## config.mk

```make
export PLATFORM = sky130hd
export DESIGN_NAME = frame_pattern_generator
export DESIGN_NICKNAME = d
export VERILOG_FILES = /design/src/rtl/frame_gen_pkg.sv /design/src/rtl/frame_gen_pixel_pattern.sv /design/src/rtl/frame_pattern_generator.sv
export SDC_FILE = /design/constraint.sdc
export NUM_CORES = 1
export LEC_CHECK = 0
export CORE_UTILIZATION = 44
export CTS_CLUSTER_DIAMETER = 100
export DETAILED_ROUTE_END_ITERATION = 16
export PLACE_DENSITY = 0.81
export SETUP_SLACK_MARGIN = 0.02
export SYNTH_ARGS = -nofsm -noshare
export SYNTH_HDL_FRONTEND = slang
export SYNTH_SLANG_ARGS = --single-unit
```

## constraint.sdc

```tcl
create_clock -name clk -period 2.8 [get_ports clk]
set_input_delay 0.56 -clock clk [delete_from_list [all_inputs] [get_ports clk]]
set_output_delay 0.56 -clock clk [all_outputs]
set_load 0.02 [all_outputs]
```

## src/rtl/frame_gen_pkg.sv

```systemverilog
// Shared types and constants for the frame pattern generator.
// Holds the pattern mode and FSM state encodings, the core ID, and the control-register bit positions.
package frame_gen_pkg;

    typedef enum logic [1:0] {
        MODE_BARS  = 2'd0,
        MODE_RAMP  = 2'd1,
        MODE_CHECK = 2'd2,
        MODE_SOLID = 2'd3
    } modeT;

    typedef enum logic {
        IDLE   = 1'b0,
        ACTIVE = 1'b1
    } stateT;

    localparam logic [15:0] CORE_ID = 16'h0DEC;

    localparam int CTRL_ENABLE     = 0;
    localparam int CTRL_SOFT_RESET = 1;
    localparam int CTRL_MODE_LO    = 2;
    localparam int CTRL_MODE_HI    = 3;

    localparam int COUNTER_W = 13;

endpackage

```

## src/rtl/frame_gen_pixel_pattern.sv

```systemverilog
// Combinational generator for one pixel of the selected test pattern.
// The pixel is computed from the pattern mode, the pixel column, the line number and the solid colour.
module frame_gen_pixel_pattern
    import frame_gen_pkg::*;
#(
    parameter int WIDTH       = 1920,
    parameter int NUM_PLANES  = 3,
    parameter int CHECK_SHIFT = 3
) (
    input  logic [1:0]              mode,
    input  logic [COUNTER_W-1:0]    c,
    input  logic [COUNTER_W-1:0]    row,
    input  logic [23:0]             solidColour,
    output logic [NUM_PLANES*8-1:0] pixel
);

    localparam logic [COUNTER_W-1:0] BAR_1 = COUNTER_W'(WIDTH / 4);
    localparam logic [COUNTER_W-1:0] BAR_2 = COUNTER_W'(WIDTH / 2);
    localparam logic [COUNTER_W-1:0] BAR_3 = COUNTER_W'((3 * WIDTH) / 4);

    modeT                 modeSel;
    logic [1:0]           barIdx;
    logic [COUNTER_W-1:0] cShift;
    logic [COUNTER_W-1:0] rShift;
    logic                 checkOn;
    logic                 unusedShiftBits;

    assign modeSel = modeT'(mode);
    assign cShift  = c >> CHECK_SHIFT;
    assign rShift  = row >> CHECK_SHIFT;
    assign checkOn = cShift[0] ^ rShift[0];
    assign unusedShiftBits = ^{cShift[COUNTER_W-1:1], rShift[COUNTER_W-1:1]};

    // Bar index 3 is the white quarter, which lights all of R, G and B.
    always_comb begin
        if (c < BAR_1)      barIdx = 2'd0;
        else if (c < BAR_2) barIdx = 2'd1;
        else if (c < BAR_3) barIdx = 2'd2;
        else                barIdx = 2'd3;
    end

    always_comb begin
        pixel = '0;
        for (int k = 0; k < NUM_PLANES; k++) begin
            case (modeSel)
                MODE_BARS:  pixel[k*8 +: 8] = ((k == int'(barIdx)) || (barIdx == 2'd3 && k < 3))
                                              ? 8'hFF : 8'h00;
                MODE_RAMP:  pixel[k*8 +: 8] = c[7:0];
                MODE_CHECK: pixel[k*8 +: 8] = checkOn ? 8'hFF : 8'h00;
                MODE_SOLID: pixel[k*8 +: 8] = 8'(solidColour >> (8 * k));
                default:    pixel[k*8 +: 8] = 8'h00;
            endcase
        end
    end

endmodule

```

## src/rtl/frame_pattern_generator.sv

```systemverilog
// Test-pattern frame source: streams whole frames as ready/valid beats of PIXELS_PER_BEAT pixels,
// marking SOF (user) and end-of-line (last) and only starting or stopping on frame boundaries.
module frame_pattern_generator
    import frame_gen_pkg::*;
#(
    parameter int PIXELS_PER_BEAT = 1,
    parameter int NUM_PLANES      = 3,
    parameter int WIDTH           = 1920,
    parameter int HEIGHT          = 1080,
    parameter int CHECK_SHIFT     = 3
) (
    input  logic                                  clk,
    input  logic                                  reset,
    output logic [PIXELS_PER_BEAT*NUM_PLANES*8-1:0] dataOut,
    output logic                                  dataOutValid,
    input  logic                                  dataOutReady,
    output logic                                  dataOutLast,
    output logic                                  dataOutUser,
    input  logic [31:0]                           controlRegister,
    input  logic [23:0]                           solidColour,
    output logic [15:0]                           frameCount,
    output logic [31:0]                           rowColCounter,
    output logic [15:0]                           CoreID
);

    localparam int PIX_W  = NUM_PLANES * 8;
    localparam int BEAT_W = PIXELS_PER_BEAT * PIX_W;

    localparam logic [COUNTER_W-1:0] COL_LAST = COUNTER_W'(WIDTH - PIXELS_PER_BEAT);
    localparam logic [COUNTER_W-1:0] ROW_LAST = COUNTER_W'(HEIGHT - 1);
    localparam logic [COUNTER_W-1:0] COL_STEP = COUNTER_W'(PIXELS_PER_BEAT);

    logic enable;
    logic softReset;
    logic xfer;
    logic unusedCtrlBits;

    stateT                stateQ, stateD;
    logic [COUNTER_W-1:0] rowQ, rowD;
    logic [COUNTER_W-1:0] colQ, colD;
    logic                 validQ, validD;
    logic                 lastQ, lastD;
    logic                 userQ, userD;
    logic [BEAT_W-1:0]    dataQ, dataD;
    logic [15:0]          frameCountQ, frameCountD;
    modeT                 modeQ, modeD;
    logic [23:0]          solidQ, solidD;
    logic                 loadBeat;
    logic                 clearBeat;
    logic                 startFrame;
    logic [BEAT_W-1:0]    beatPix;

    assign enable         = controlRegister[CTRL_ENABLE];
    assign softReset      = controlRegister[CTRL_SOFT_RESET];
    assign unusedCtrlBits = ^controlRegister[31:CTRL_MODE_HI+1];
    assign xfer           = validQ & dataOutReady;

    // Next-beat position, frame accounting and mode/colour latching at each SOF.
    always_comb begin
        stateD      = stateQ;
        rowD        = rowQ;
        colD        = colQ;
        validD      = validQ;
        frameCountD = frameCountQ;
        modeD       = modeQ;
        solidD      = solidQ;
        loadBeat    = 1'b0;
        clearBeat   = 1'b0;
        startFrame  = 1'b0;

        case (stateQ)
            IDLE: begin
                if (enable) begin
                    stateD     = ACTIVE;
                    rowD       = '0;
                    colD       = '0;
                    validD     = 1'b1;
                    startFrame = 1'b1;
                    loadBeat   = 1'b1;
                end
            end
            ACTIVE: begin
                if (xfer) begin
                    loadBeat = 1'b1;
                    if (colQ == COL_LAST) begin
                        colD = '0;
                        if (rowQ == ROW_LAST) begin
                            rowD        = '0;
                            frameCountD = frameCountQ + 16'd1;
                            if (enable) begin
                                startFrame = 1'b1;
                            end else begin
                                stateD    = IDLE;
                                validD    = 1'b0;
                                loadBeat  = 1'b0;
                                clearBeat = 1'b1;
                            end
                        end else begin
                            rowD = rowQ + 13'd1;
                        end
                    end else begin
                        colD = colQ + COL_STEP;
                    end
                end
            end
            default: ;
        endcase

        if (startFrame) begin
            modeD  = modeT'(controlRegister[CTRL_MODE_HI:CTRL_MODE_LO]);
            solidD = solidColour;
        end
    end

    for (genvar lane = 0; lane < PIXELS_PER_BEAT; lane++) begin : gLane
        frame_gen_pixel_pattern #(
            .WIDTH       (WIDTH),
            .NUM_PLANES  (NUM_PLANES),
            .CHECK_SHIFT (CHECK_SHIFT)
        ) uPixel (
            .mode        (modeD),
            .c           (colD + COUNTER_W'(lane)),
            .row         (rowD),
            .solidColour (solidD),
            .pixel       (beatPix[lane*PIX_W +: PIX_W])
        );
    end

    // Output beat is only reloaded on a new beat; under backpressure it holds.
    always_comb begin
        dataD = dataQ;
        lastD = lastQ;
        userD = userQ;
        if (loadBeat) begin
            dataD = beatPix;
            lastD = (colD == COL_LAST);
            userD = (rowD == '0) && (colD == '0);
        end else if (clearBeat) begin
            dataD = '0;
            lastD = 1'b0;
            userD = 1'b0;
        end
    end

    always_ff @(posedge clk or negedge reset) begin
        if (!reset) begin
            stateQ <= IDLE;
        end else if (softReset) begin
            stateQ <= IDLE;
        end else begin
            stateQ <= stateD;
        end
    end

    always_ff @(posedge clk or negedge reset) begin
        if (!reset) begin
            rowQ        <= '0;
            colQ        <= '0;
            validQ      <= 1'b0;
            lastQ       <= 1'b0;
            userQ       <= 1'b0;
            dataQ       <= '0;
            frameCountQ <= '0;
            modeQ       <= MODE_BARS;
            solidQ      <= '0;
        end else if (softReset) begin
            rowQ        <= '0;
            colQ        <= '0;
            validQ      <= 1'b0;
            lastQ       <= 1'b0;
            userQ       <= 1'b0;
            dataQ       <= '0;
            frameCountQ <= '0;
            modeQ       <= MODE_BARS;
            solidQ      <= '0;
        end else begin
            rowQ        <= rowD;
            colQ        <= colD;
            validQ      <= validD;
            lastQ       <= lastD;
            userQ       <= userD;
            dataQ       <= dataD;
            frameCountQ <= frameCountD;
            modeQ       <= modeD;
            solidQ      <= solidD;
        end
    end

    assign dataOut       = dataQ;
    assign dataOutValid  = validQ;
    assign dataOutLast   = lastQ;
    assign dataOutUser   = userQ;
    assign frameCount    = frameCountQ;
    assign rowColCounter = {3'b000, rowQ, 3'b000, colQ};
    assign CoreID        = CORE_ID;

endmodule

```

[Word-level counts from Yosys, hierarchy flattened]
Cells that the tools add are included.
Word-level totals
  ROM bits: 0
  memories kept: 0
  input port bits: 59
  flip-flop bits (word level): 96
  RAM bits: 0
  bits in latches: 0
  output and inout port bits: 91
  word-level logic and storage cells: 110
Operators by class
  magnitude comparators: 3
  multipliers: 0
  shift-type cells: 0
  bitwise logic cells: 3
  muxes and demuxes: 62
  add/subtract/negate cells: 3
  reduce and logical (&&, ||, !) cells: 15
  div/mod/pow operators: 0
  eq/ne operators: 14
Operators by type and width (number)
  24-bit two-way mux: 5
  13-bit two-way mux: 9
  8-bit case mux with 4 select lines: 3
  16-bit two-way mux: 5
  13-bit case mux with 2 select lines: 2
  13-bit by 11-bit == test with 1-bit output (second input constant): 3
  8-bit two-way mux: 4
  13-bit by 1-bit adder with 13-bit output (second input constant): 2
  13-bit zero test: 2
  1-bit two-way mux: 26
  16-bit by 1-bit adder with 16-bit output (second input constant): 1
  13-bit by 10-bit < comparator with 1-bit output (second input constant): 1
  13-bit by 11-bit < comparator with 1-bit output (second input constant): 1
  13-bit by 9-bit < comparator with 1-bit output (second input constant): 1
  3-bit != test (second input constant): 3
  2-bit two-way mux: 4
  1-bit case mux with 2 select lines: 4
  2-bit nonzero test: 4
  2-bit == test (second input constant): 3
  3-bit by 2-bit != test with 1-bit output (second input constant): 2
  5-bit AND reduction: 1
  2-bit == test (first input constant): 2
  2-bit zero test: 2
  4-bit AND reduction: 1
  7 further kinds: 9

[Logic depth before layout (Yosys ltp)]
Gate-level depths: netlist (run 1).
  depth after elaboration: 14
  depth in mapped cells: 12
  mapped depth without buffers: 9

[Hierarchy]
A second synthesis (run 1) with hierarchy kept.
Unflattened totals
  cell total of the unflattened synthesis: 597
  area, all modules: 5694.2 µm²
By module, submodules not included
  frame_pattern_generator: area each 5062.4 µm², instances 1, cells each 492, seq. area each 2402.3 µm²
  frame_gen_pixel_pattern: area each 631.9 µm², instances 1, cells each 105, seq. area each 0.0 µm²

[Worst setup path before layout (run 1)]
No wires, ideal clock.
  kind: reg2reg
  start point: register colQ[0]
  end point: register dataQ[10], in the netlist dataOut[10]
  stages on the path, launching flop included: 12
  data arrival time: 2.710 ns
  data required time: 2.677 ns
  setup slack: -0.033 ns
  clock period less this slack: 2.833 ns
  path buffers: 2
  setup time: 0.123 ns
  cell sequence: dfrtp_1 ha_1 and4_1 buf_2 and4_1 buf_2 a21o_1 a31oi_2 nand3_1 a2111oi_2 a311o_2 o21ai_1
Between the ends
  cells in the longest elaborated chain, start to end: 14
  elaborated cells between the ends (all ways): 40
  classes of those cells: add/sub (1); order compare (3); eq/ne (6); mux (26); bitwise (1); reduce/logical (3)
RTL lines
  start: declaration: RTL line frame_pattern_generator.sv:40  | logic [COUNTER_W-1:0] colQ, colD;
  start signal: assignment: RTL line frame_pattern_generator.sv:178  | colQ <= colD;
  13-bit by 1-bit adder with 13-bit output / 13-bit by 11-bit == test with 1-bit output (equally long branches): RTL line frame_pattern_generator.sv:102, frame_pattern_generator.sv:85
  13-bit two-way mux: RTL line frame_pattern_generator.sv:85  | if (colQ == COL_LAST) begin
  13-bit two-way mux: RTL line frame_pattern_generator.sv:83  | if (xfer) begin
  13-bit case mux with 2 select lines: RTL line frame_pattern_generator.sv:71  | case (stateQ)
  13-bit by 11-bit < comparator with 1-bit output: RTL line frame_gen_pixel_pattern.sv:38  | else if (c < BAR_3) barIdx = 2'd2;
  1-bit two-way mux: RTL line frame_gen_pixel_pattern.sv:38
  2-bit two-way mux: RTL line frame_gen_pixel_pattern.sv:37  | else if (c < BAR_2) barIdx = 2'd1;
  2-bit two-way mux: RTL line frame_gen_pixel_pattern.sv:36  | if (c < BAR_1) barIdx = 2'd0;
  2-bit == test: RTL line frame_gen_pixel_pattern.sv:46  | MODE_BARS: pixel[k*8 +: 8] = ((k == int'(barIdx)) || (barIdx == 2'd3 && k < 3))
  1-bit logical OR: RTL line frame_gen_pixel_pattern.sv:46
  8-bit two-way mux: RTL line frame_gen_pixel_pattern.sv:47  | ? 8'hFF : 8'h00;
  8-bit case mux with 4 select lines: RTL line frame_gen_pixel_pattern.sv:45  | case (modeSel)
  24-bit two-way mux: RTL line frame_pattern_generator.sv:134  | if (loadBeat) begin
  24-bit two-way mux: RTL line frame_pattern_generator.sv:166  | end else if (softReset) begin
  end signal: assignment: RTL line frame_pattern_generator.sv:182  | dataQ <= dataD;
  end: declaration: RTL line frame_pattern_generator.sv:44  | logic [BEAT_W-1:0] dataQ, dataD;
Several ways; a longest one is shown, not always the timed one.
A chain may end at the register's enable or synchronous reset.

[Final worst setup path (run 1)]
  start point: register rowQ[1]
  end point: register dataQ[7], in the netlist dataOut[7]
Between the ends
  cells in the longest elaborated chain, start to end: 10
  elaborated cells between the ends (all ways): 30
  classes of those cells: add/sub (1); eq/ne (4); mux (22); bitwise (1); reduce/logical (2)
RTL lines
  start: declaration: RTL line frame_pattern_generator.sv:39  | logic [COUNTER_W-1:0] rowQ, rowD;
  start signal: assignment: RTL line frame_pattern_generator.sv:177  | rowQ <= rowD;
  13-bit by 1-bit adder with 13-bit output / 13-bit by 11-bit == test with 1-bit output (equally long branches): RTL line frame_pattern_generator.sv:99, frame_pattern_generator.sv:87
  13-bit two-way mux / 1-bit two-way mux (equally long branches): RTL line frame_pattern_generator.sv:87  | if (rowQ == ROW_LAST) begin
  13-bit two-way mux / 1-bit two-way mux (equally long branches): RTL line frame_pattern_generator.sv:85
  13-bit two-way mux / 1-bit two-way mux (equally long branches): RTL line frame_pattern_generator.sv:83
  13-bit case mux with 2 select lines / 1-bit case mux with 2 select lines (equally long branches): RTL line frame_pattern_generator.sv:71
  1-bit bitwise XOR / 2-bit two-way mux (equally long branches): RTL line frame_gen_pixel_pattern.sv:31, frame_pattern_generator.sv:109
  8-bit two-way mux, or another cell as far along: RTL line frame_gen_pixel_pattern.sv:49  | MODE_CHECK: pixel[k*8 +: 8] = checkOn ? 8'hFF : 8'h00;
  8-bit case mux with 4 select lines: RTL line frame_gen_pixel_pattern.sv:45
  24-bit two-way mux: RTL line frame_pattern_generator.sv:134
  24-bit two-way mux: RTL line frame_pattern_generator.sv:166
Several ways; a longest one is shown, not always the timed one.

==> impl_results.md, run 1 <==
* Bufs on Longest Clock Path at 2
* WL per Instance at between 15 and 20 um
* Hold WS at between 0.2 and 0.25 ns
* Type of origin of the critical path: flop
* Share of layout cells above drive strength 1 at 0.303
* FILL cells at 870
* Post-synth ARST share at 1.00
* Area taken by flip-flops and latches at 2410 um^2
* Commonest non-fill, non-tap cell in the layout: buf_4
* Pre-antenna DRT Iters at 5
* Peak supply drop at ~370 uV
* Vias at just under 6000
* Arr. time, crit path at 3.09 ns
* Initial antenna violation count at 0
* Area post-placement at approximately 7600 um^2
* First-pass GRT wire length at 28300 um
* Area delta synth->final at 54.6%
* Final Hold Vio Count at 0
* Final Cycle Share at 1.00
* Total CTS buffers at 9
* Port Buffers at 99
* Die Height at about 110 um
* Final Instance Area at 8500 um^2
* Core area at 12100 um^2
* WS Path Type: flop to flop
* Final nets at around 900
* Die width at 114 um
* Vias/cell at ~5.8
* Met2 routed WL at a little under 10000 um
* Setup crit end kind: flop
* Rows at 40
* Crit Path Max Fanout at 4
* Antenna viol nets, final at 0
* Avg Cell Area, Syn at around 8.9 um^2
* Worst-Margin Slew at about 0.64 ns
* Vias in the first global route at 5600
* Most frequent cells in the layout: buf_4, clkdlybuf4s50_1, dfrtp_1
* Detailed placement HPWL at 12900 um
* Distinct cell type count after synthesis at 69
* IO Pins at 150
* Violated checks: negative setup slack
* Status: finished, violations left
* Slack of the critical path at -0.00723 ns
* Met1 Routed Length at roughly 7500 um
* Setup-failing EPs final at 1
* Final Total Pwr at 3450 uW
* Synth Cell Area at 5500 um^2
* Synth top area cells: dfrtp_1, nor2_1, mux2i_1
* Worst slew margin at 0.574
* Clk_skew at roughly 0.015 ns
* CTS H-tree lvls at 3
* Top FF cell, synth: dfrtp_1
* GRT Residual Overflow at 0
* Number of synthesized flops with an enable pin at 0
* Largest net degree at the start of global routing at 50
* Drt initial violations at approximately 470
* #FFs+latches synth at 96
* Power per cell area at 406 nW/um^2
* Setup_tns at -0.00723 ns
* # diodes at 0
* Root buffer cell: clkbuf_16
* Post-layout minimum cycle time at 2.81 ns
* Area of the multi-input gates at between 3000 and 4000 um^2
* Register area share after synthesis at 0.437
* Hold_buf cts at 0
* Required @ worst endpoint at between 3 and 4 ns
* DRC viols at 0
* GP Congestion at between 0.9 and 1
* TritonCTS Sinks at 96
* Area fraction of the dominant cell type after synthesis at 0.437
* Worst skew pair latency at 0.37 ns
* Clk pin slew, worst setup/hold paths at roughly 0.07 ns
* HP Class: primary input to asynchronous set/reset pin
* YS warnings at 0
* DR WL met3 at 1440 um
* Max-slew violations at 0
* Gr usage total at 0.282
* Cells after Synth at between 600 and 700
* TritonCTS clock tree: yes
* Largest area contributor in the netlist: dfrtp_1
* Achievable Freq at about 360 MHz
* Leak Pwr at between 0.003 and 0.004 uW
* Uppermost layer routed: met4
* Unrepaired setup endpoints after global routing: yes
* Die Footprint at 12900 um^2
* Max cap viols at 0
* Initial Util at 0.454
* Drt total wl at just under 20000 um
-- final timing paths --
path,startpoint,to,slack [ns],cells past startpoint
min,reset,solidQ[3]$_DFF_PN0_,0.20,1
max reg2reg,rowQ[1]$_DFF_PN0_,dataOut[7]$_DFFE_PN0P_,-0.007,10
max in group asynchronous,reset,rowQ[3]$_DFF_PN0_,1.88,2
min in group clk,dataOutUser$_DFFE_PN0P_,dataOutUser$_DFFE_PN0P_,0.50,1
min reg2reg,dataOutUser$_DFFE_PN0P_,dataOutUser$_DFFE_PN0P_,0.50,1
max,rowQ[1]$_DFF_PN0_,dataOut[7]$_DFFE_PN0P_,-0.007,10
-- per-layer routing --
metal	up-vias	GRT usage
met4	0	0.109
met2	328	0.472
met3	48	0.0611
met5	-	0
met1	2877	0.359
li1	2653	-
-- registers in the layout (all words and copies together), names as in the netlist --
name,flops
stateQ,1
dataOutUser,1
rowQ,13
solidQ,24
dataOut,24
dataOutLast,1
modeQ,2
frameCount,16
dataOutValid,1
colQ,13
-- cell usage after synthesis, types with 3 or more instances --
library cell  number
or4_1              5
and3_1             5
xnor2_1            3
or3_1              5
mux2_2             4
buf_4             23
nor4_1             6
a211oi_1           5
buf_2             10
mux2i_1           26
a22o_1             9
clkbuf_1          20
and4_1             7
o21ai_0           28
a31oi_1            9
a21oi_1           39
nor3_1            16
a21o_1             6
a31o_2             4
nand2_1           66
o21ai_1            8
inv_1              7
dfrtp_1           96
ha_1               3
xor2_1            12
nor2b_1            3
nor2_1            87
nand3_1           19
o21a_1            18
nand4_1           19
-- layout make-up --
class	count	area share
inverters	7	0.00309
clock buffers	9	0.0265
clock inverters	7	0.00795
flip-flops and latches	96	0.283
repair buffers	256	0.271
well taps	168	0.0247
multi-input cells	481	0.384
-- report_power, final --
part           internal, uW  switching (uW)
combinational           331             400
clock                   621             619
sequential             1440            37.6
-- logic make-up (layout without fill, tap and decap cells) --
kind of cell,count (synthesis),in the layout,share of synthesized area
AOI/OAI and AO/OA,152,153,0.184
buffers and inverters,62,279,0.0606
and+or+nand+nor,256,257,0.227
DFF,96,96,0.437
xor gates and xnor gates,16,16,0.0269
adders and majority gates,3,3,0.00683
muxes,30,30,0.0555
other,2,22,0.00137
-- per-stage QoR --
step           cells   util  setup slack (ns)
3_3_place_gp     989  0.625            -0.525
3_5_place_dp     989  0.625            -0.575
5_1_grt         1024  0.701           -0.0634
2_1_floorplan    637      -            0.0149
6_report        1024  0.701          -0.00723
4_1_cts         1008  0.657            0.0208
-- timing repair --
action | in CTS | in global routing
gates resized for setup | 20 | 82
pin swaps | 6 | 36
setup buffers | 1 | 13
endpoints found under the setup margin | 26 | 30
gates cloned | 2 | 4
endpoints found under the hold margin | 0 | 0
-- worst max-delay path, cell delays in order, from the launching register on --
cell	delay (ns)
dfrtp_1	0.36
ha_2	0.18
or4bb_4	0.50
or4_4	0.52
o211ai_4	0.30
nand2_2	0.15
a21oi_1	0.20
a21oi_2	0.07
buf_4	0.16
o21a_1	0.10
o21ai_0	0.17
(Power assumes the default switching activity.)
==> inputs of run 2 (changes only) <==
--- a/config.mk
+++ b/config.mk
@@ -5,11 +5,14 @@
 export SDC_FILE = /design/constraint.sdc
 export NUM_CORES = 1
 export LEC_CHECK = 0
+export CAP_MARGIN = 20
 export CORE_UTILIZATION = 44
 export CTS_CLUSTER_DIAMETER = 100
 export DETAILED_ROUTE_END_ITERATION = 16
+export MAX_ROUTING_LAYER = met4
 export PLACE_DENSITY = 0.81
 export SETUP_SLACK_MARGIN = 0.02
+export SLEW_MARGIN = 5
 export SYNTH_ARGS = -nofsm -noshare
 export SYNTH_HDL_FRONTEND = slang
 export SYNTH_SLANG_ARGS = --single-unit
==> run 2 against run 1 <==
Compared with the run above: clock power rose by 6%; the flow still finishes with violations (negative setup slack); hold slack improved by 0.0098 ns; combinational power fell by 4.4%; sequential share of layout area rose by 0.56 points; non-clock buffer count fell by 3; die area did not move; via count fell by 0.17%; final area fell by 2.1%.
==> impl_results.md, run 2 (synthesized netlist as in run 1, its figures left out) <==
* Status: finished, violations left
* Violated checks: negative setup slack
* Port Buffers at 99 (unchanged)
* Core area at 12100 um^2 (unchanged)
* TritonCTS Sinks at 96 (unchanged)
* Worst Setup EP: dataOut[14]$_DFFE_PN0P_
* Largest net degree at the start of global routing at 51 (+2.0%)
* Antenna viol nets, final at 0 (unchanged)
* HP Class: primary input to asynchronous set/reset pin
* Max cap viols at 0 (unchanged)
* Setup-failing EPs final at 9 (+8)
* Drt total wl at 19700 um (+2.5%)
* # diodes at 0 (unchanged)
* Max-slew violations at 0 (unchanged)
* Die Footprint at 12900 um^2 (unchanged)
* Die Height at 114 um (unchanged)
* Achievable Freq at 348 MHz (-2.3%)
* Clk pin slew, worst setup/hold paths at 0.08 ns (about the same)
* Crit Path Max Fanout at 8 (+4)
* Required @ worst endpoint at 3.08 ns (about the same)
* Root buffer cell: clkbuf_16
* Clk_skew at 0.0122 ns (-0.00246 ns)
* Reg-to-Reg Start: rowQ[12]$_DFF_PN0_
* Worst skew pair latency at 0.36 ns (about the same)
* TritonCTS clock tree: yes
* Bufs on Longest Clock Path at 2 (unchanged)
* Worst slew margin at 0.583 (+0.00855)
* Share of layout cells above drive strength 1 at 0.283 (-0.0194)
* Peak supply drop at 341 uV (-7.2%)
* Worst-Margin Slew at 0.626 ns (-0.0128 ns)
* Power per cell area at 420 nW/um^2 (+3.5%)
* Leak Pwr at 0.00370 uW (-1.0%)
* WS Path Type: flop to flop
* Final Cycle Share at 1.03 (+0.0236)
* Hold_buf cts at 0 (unchanged)
* Die width at 114 um (unchanged)
* DRC viols at 0 (unchanged)
* Pre-antenna DRT Iters at 7 (+2)
* GRT Residual Overflow at 0 (unchanged)
* Arr. time, crit path at 3.16 ns (+0.07 ns)
* Worst setup path start: rowQ[12]$_DFF_PN0_
* Commonest non-fill, non-tap cell in the layout: buf_4
* Vias/cell at 5.79 (+0.32%)
* Flop2flop setup slack at -0.07 ns (-0.07 ns)
* Detailed placement HPWL at 13700 um (+5.5%)
* Final nets at 908 (-0.55%)
* Unrepaired setup endpoints after global routing: yes
* Drt initial violations at 541 (+16%)
* Initial Util at 0.454 (unchanged)
* Slack of the critical path at -0.0734 ns (-0.0662 ns)
* Worst reg-to-reg path cell count at 9 (-1)
* Gr usage total at 0.305 (+0.0224)
* Setup_tns at -0.489 ns (-0.482 ns)
* Most frequent cells in the layout: buf_4, dfrtp_1, clkdlybuf4s50_1
* IO Pins at 150 (unchanged)
* Initial antenna violation count at 0 (unchanged)
* Final Hold Vio Count at 0 (unchanged)
* Type of origin of the critical path: flop
* WL per Instance at 19.3 um (+3.0%)
* GP Congestion at 0.924 (+0.59%)
* First-pass GRT wire length at 29600 um (+4.8%)
* Vias in the first global route at 5775 (+3.1%)
* Util after Layout at 0.687 (-0.0147)
* Rows at 40 (unchanged)
* Total CTS buffers at 9 (unchanged)
* Reg2Reg Capture Point: dataOut[14]$_DFFE_PN0P_
* Area delta synth->final at 51.3%
* Vias at 5896 (-0.17%)
* Post-layout minimum cycle time at 2.87 ns (+0.0662 ns)
* Setup crit end kind: flop
* CTS H-tree lvls at 3 (unchanged)
## run 2: critical path, cell delays in order, from the launching register on
cell,delay (ns)
dfrtp_1,0.40
or4bb_4,0.58
buf_4,0.16
nor4_1,0.41
a22oi_1,0.25
buf_4,0.21
nand3_4,0.10
a2111oi_4,0.05
a311o_2,0.47
o21ai_2,0.17
## run 2: cell type report
cell class | count | area, um^2
fillers | 922 | 3790
multi-input cells | 479 | 3160
flip-flops and latches | 96 | 2400
repair buffers | 253 | 2210
clock buffers | 10 | 229
well taps | 168 | 210
clock inverters | 6 | 77.6
inverters | 7 | 26.3
## run 2: stage by stage
step / cell area, um^2 / hold WS [ns] / std cells / setup WS [ns] / power, uW
finish: 8320 / 0.213 / 1019 / -0.0734 / 3500
global route: 8320 / 0.259 / 1019 / -0.110 / 3600
CTS: 8050 / 0.236 / 1011 / 0.0169 / 3450
detailed placement: 7560 / 0.488 / 986 / -0.606 / 2140
global placement: 7560 / 0.469 / 986 / -0.511 / 2120
floorplan: 5580 / 0.264 / 637 / 0.0149 / 1820
## run 2: worst min-delay path by stage
stage / to / slack (ns) / cells past startpoint
floorplan: colQ[0]$_DFF_PN0_ / 0.26 / 0
global placement: dataOut[4]$_DFFE_PN0P_ / 0.47 / 2
detailed placement: dataOutLast$_DFFE_PN0P_ / 0.49 / 2
CTS: solidQ[21]$_DFF_PN0_ / 0.24 / 1
global route: dataOut[2]$_DFFE_PN0P_ / 0.26 / 1
finish: dataOut[2]$_DFFE_PN0P_ / 0.21 / 1
## run 2: power by group
| group | leakage, uW | switching, uW | total [uW] | internal, uW |
|---|---|---|---|---|
| sequential | 0.00131 | 39.1 | 1480 | 1440 |
| clock | 0.000147 | 607 | 1320 | 710 |
| combinational | 0.00224 | 387 | 698 | 311 |
| total | 0.00370 | 1030 | 3500 | 2460 |
## run 2: layer usage
layer | wire length (um) | global-route usage | vias to the layer above
met4 | 550 | 0.111 | 0
met1 | 7990 | 0.378 | 2884
met2 | 9960 | 0.512 | 309
li1 | - | - | 2647
met3 | 1220 | 0.0404 | 56
met5 | 0 | - | -
## run 2: what timing repair did
item | CTS | global route
gates resized for setup | 29 | 49
buffers inserted | 9 | 8
pin swaps | 8 | 20
endpoints found under the setup margin | 29 | 32
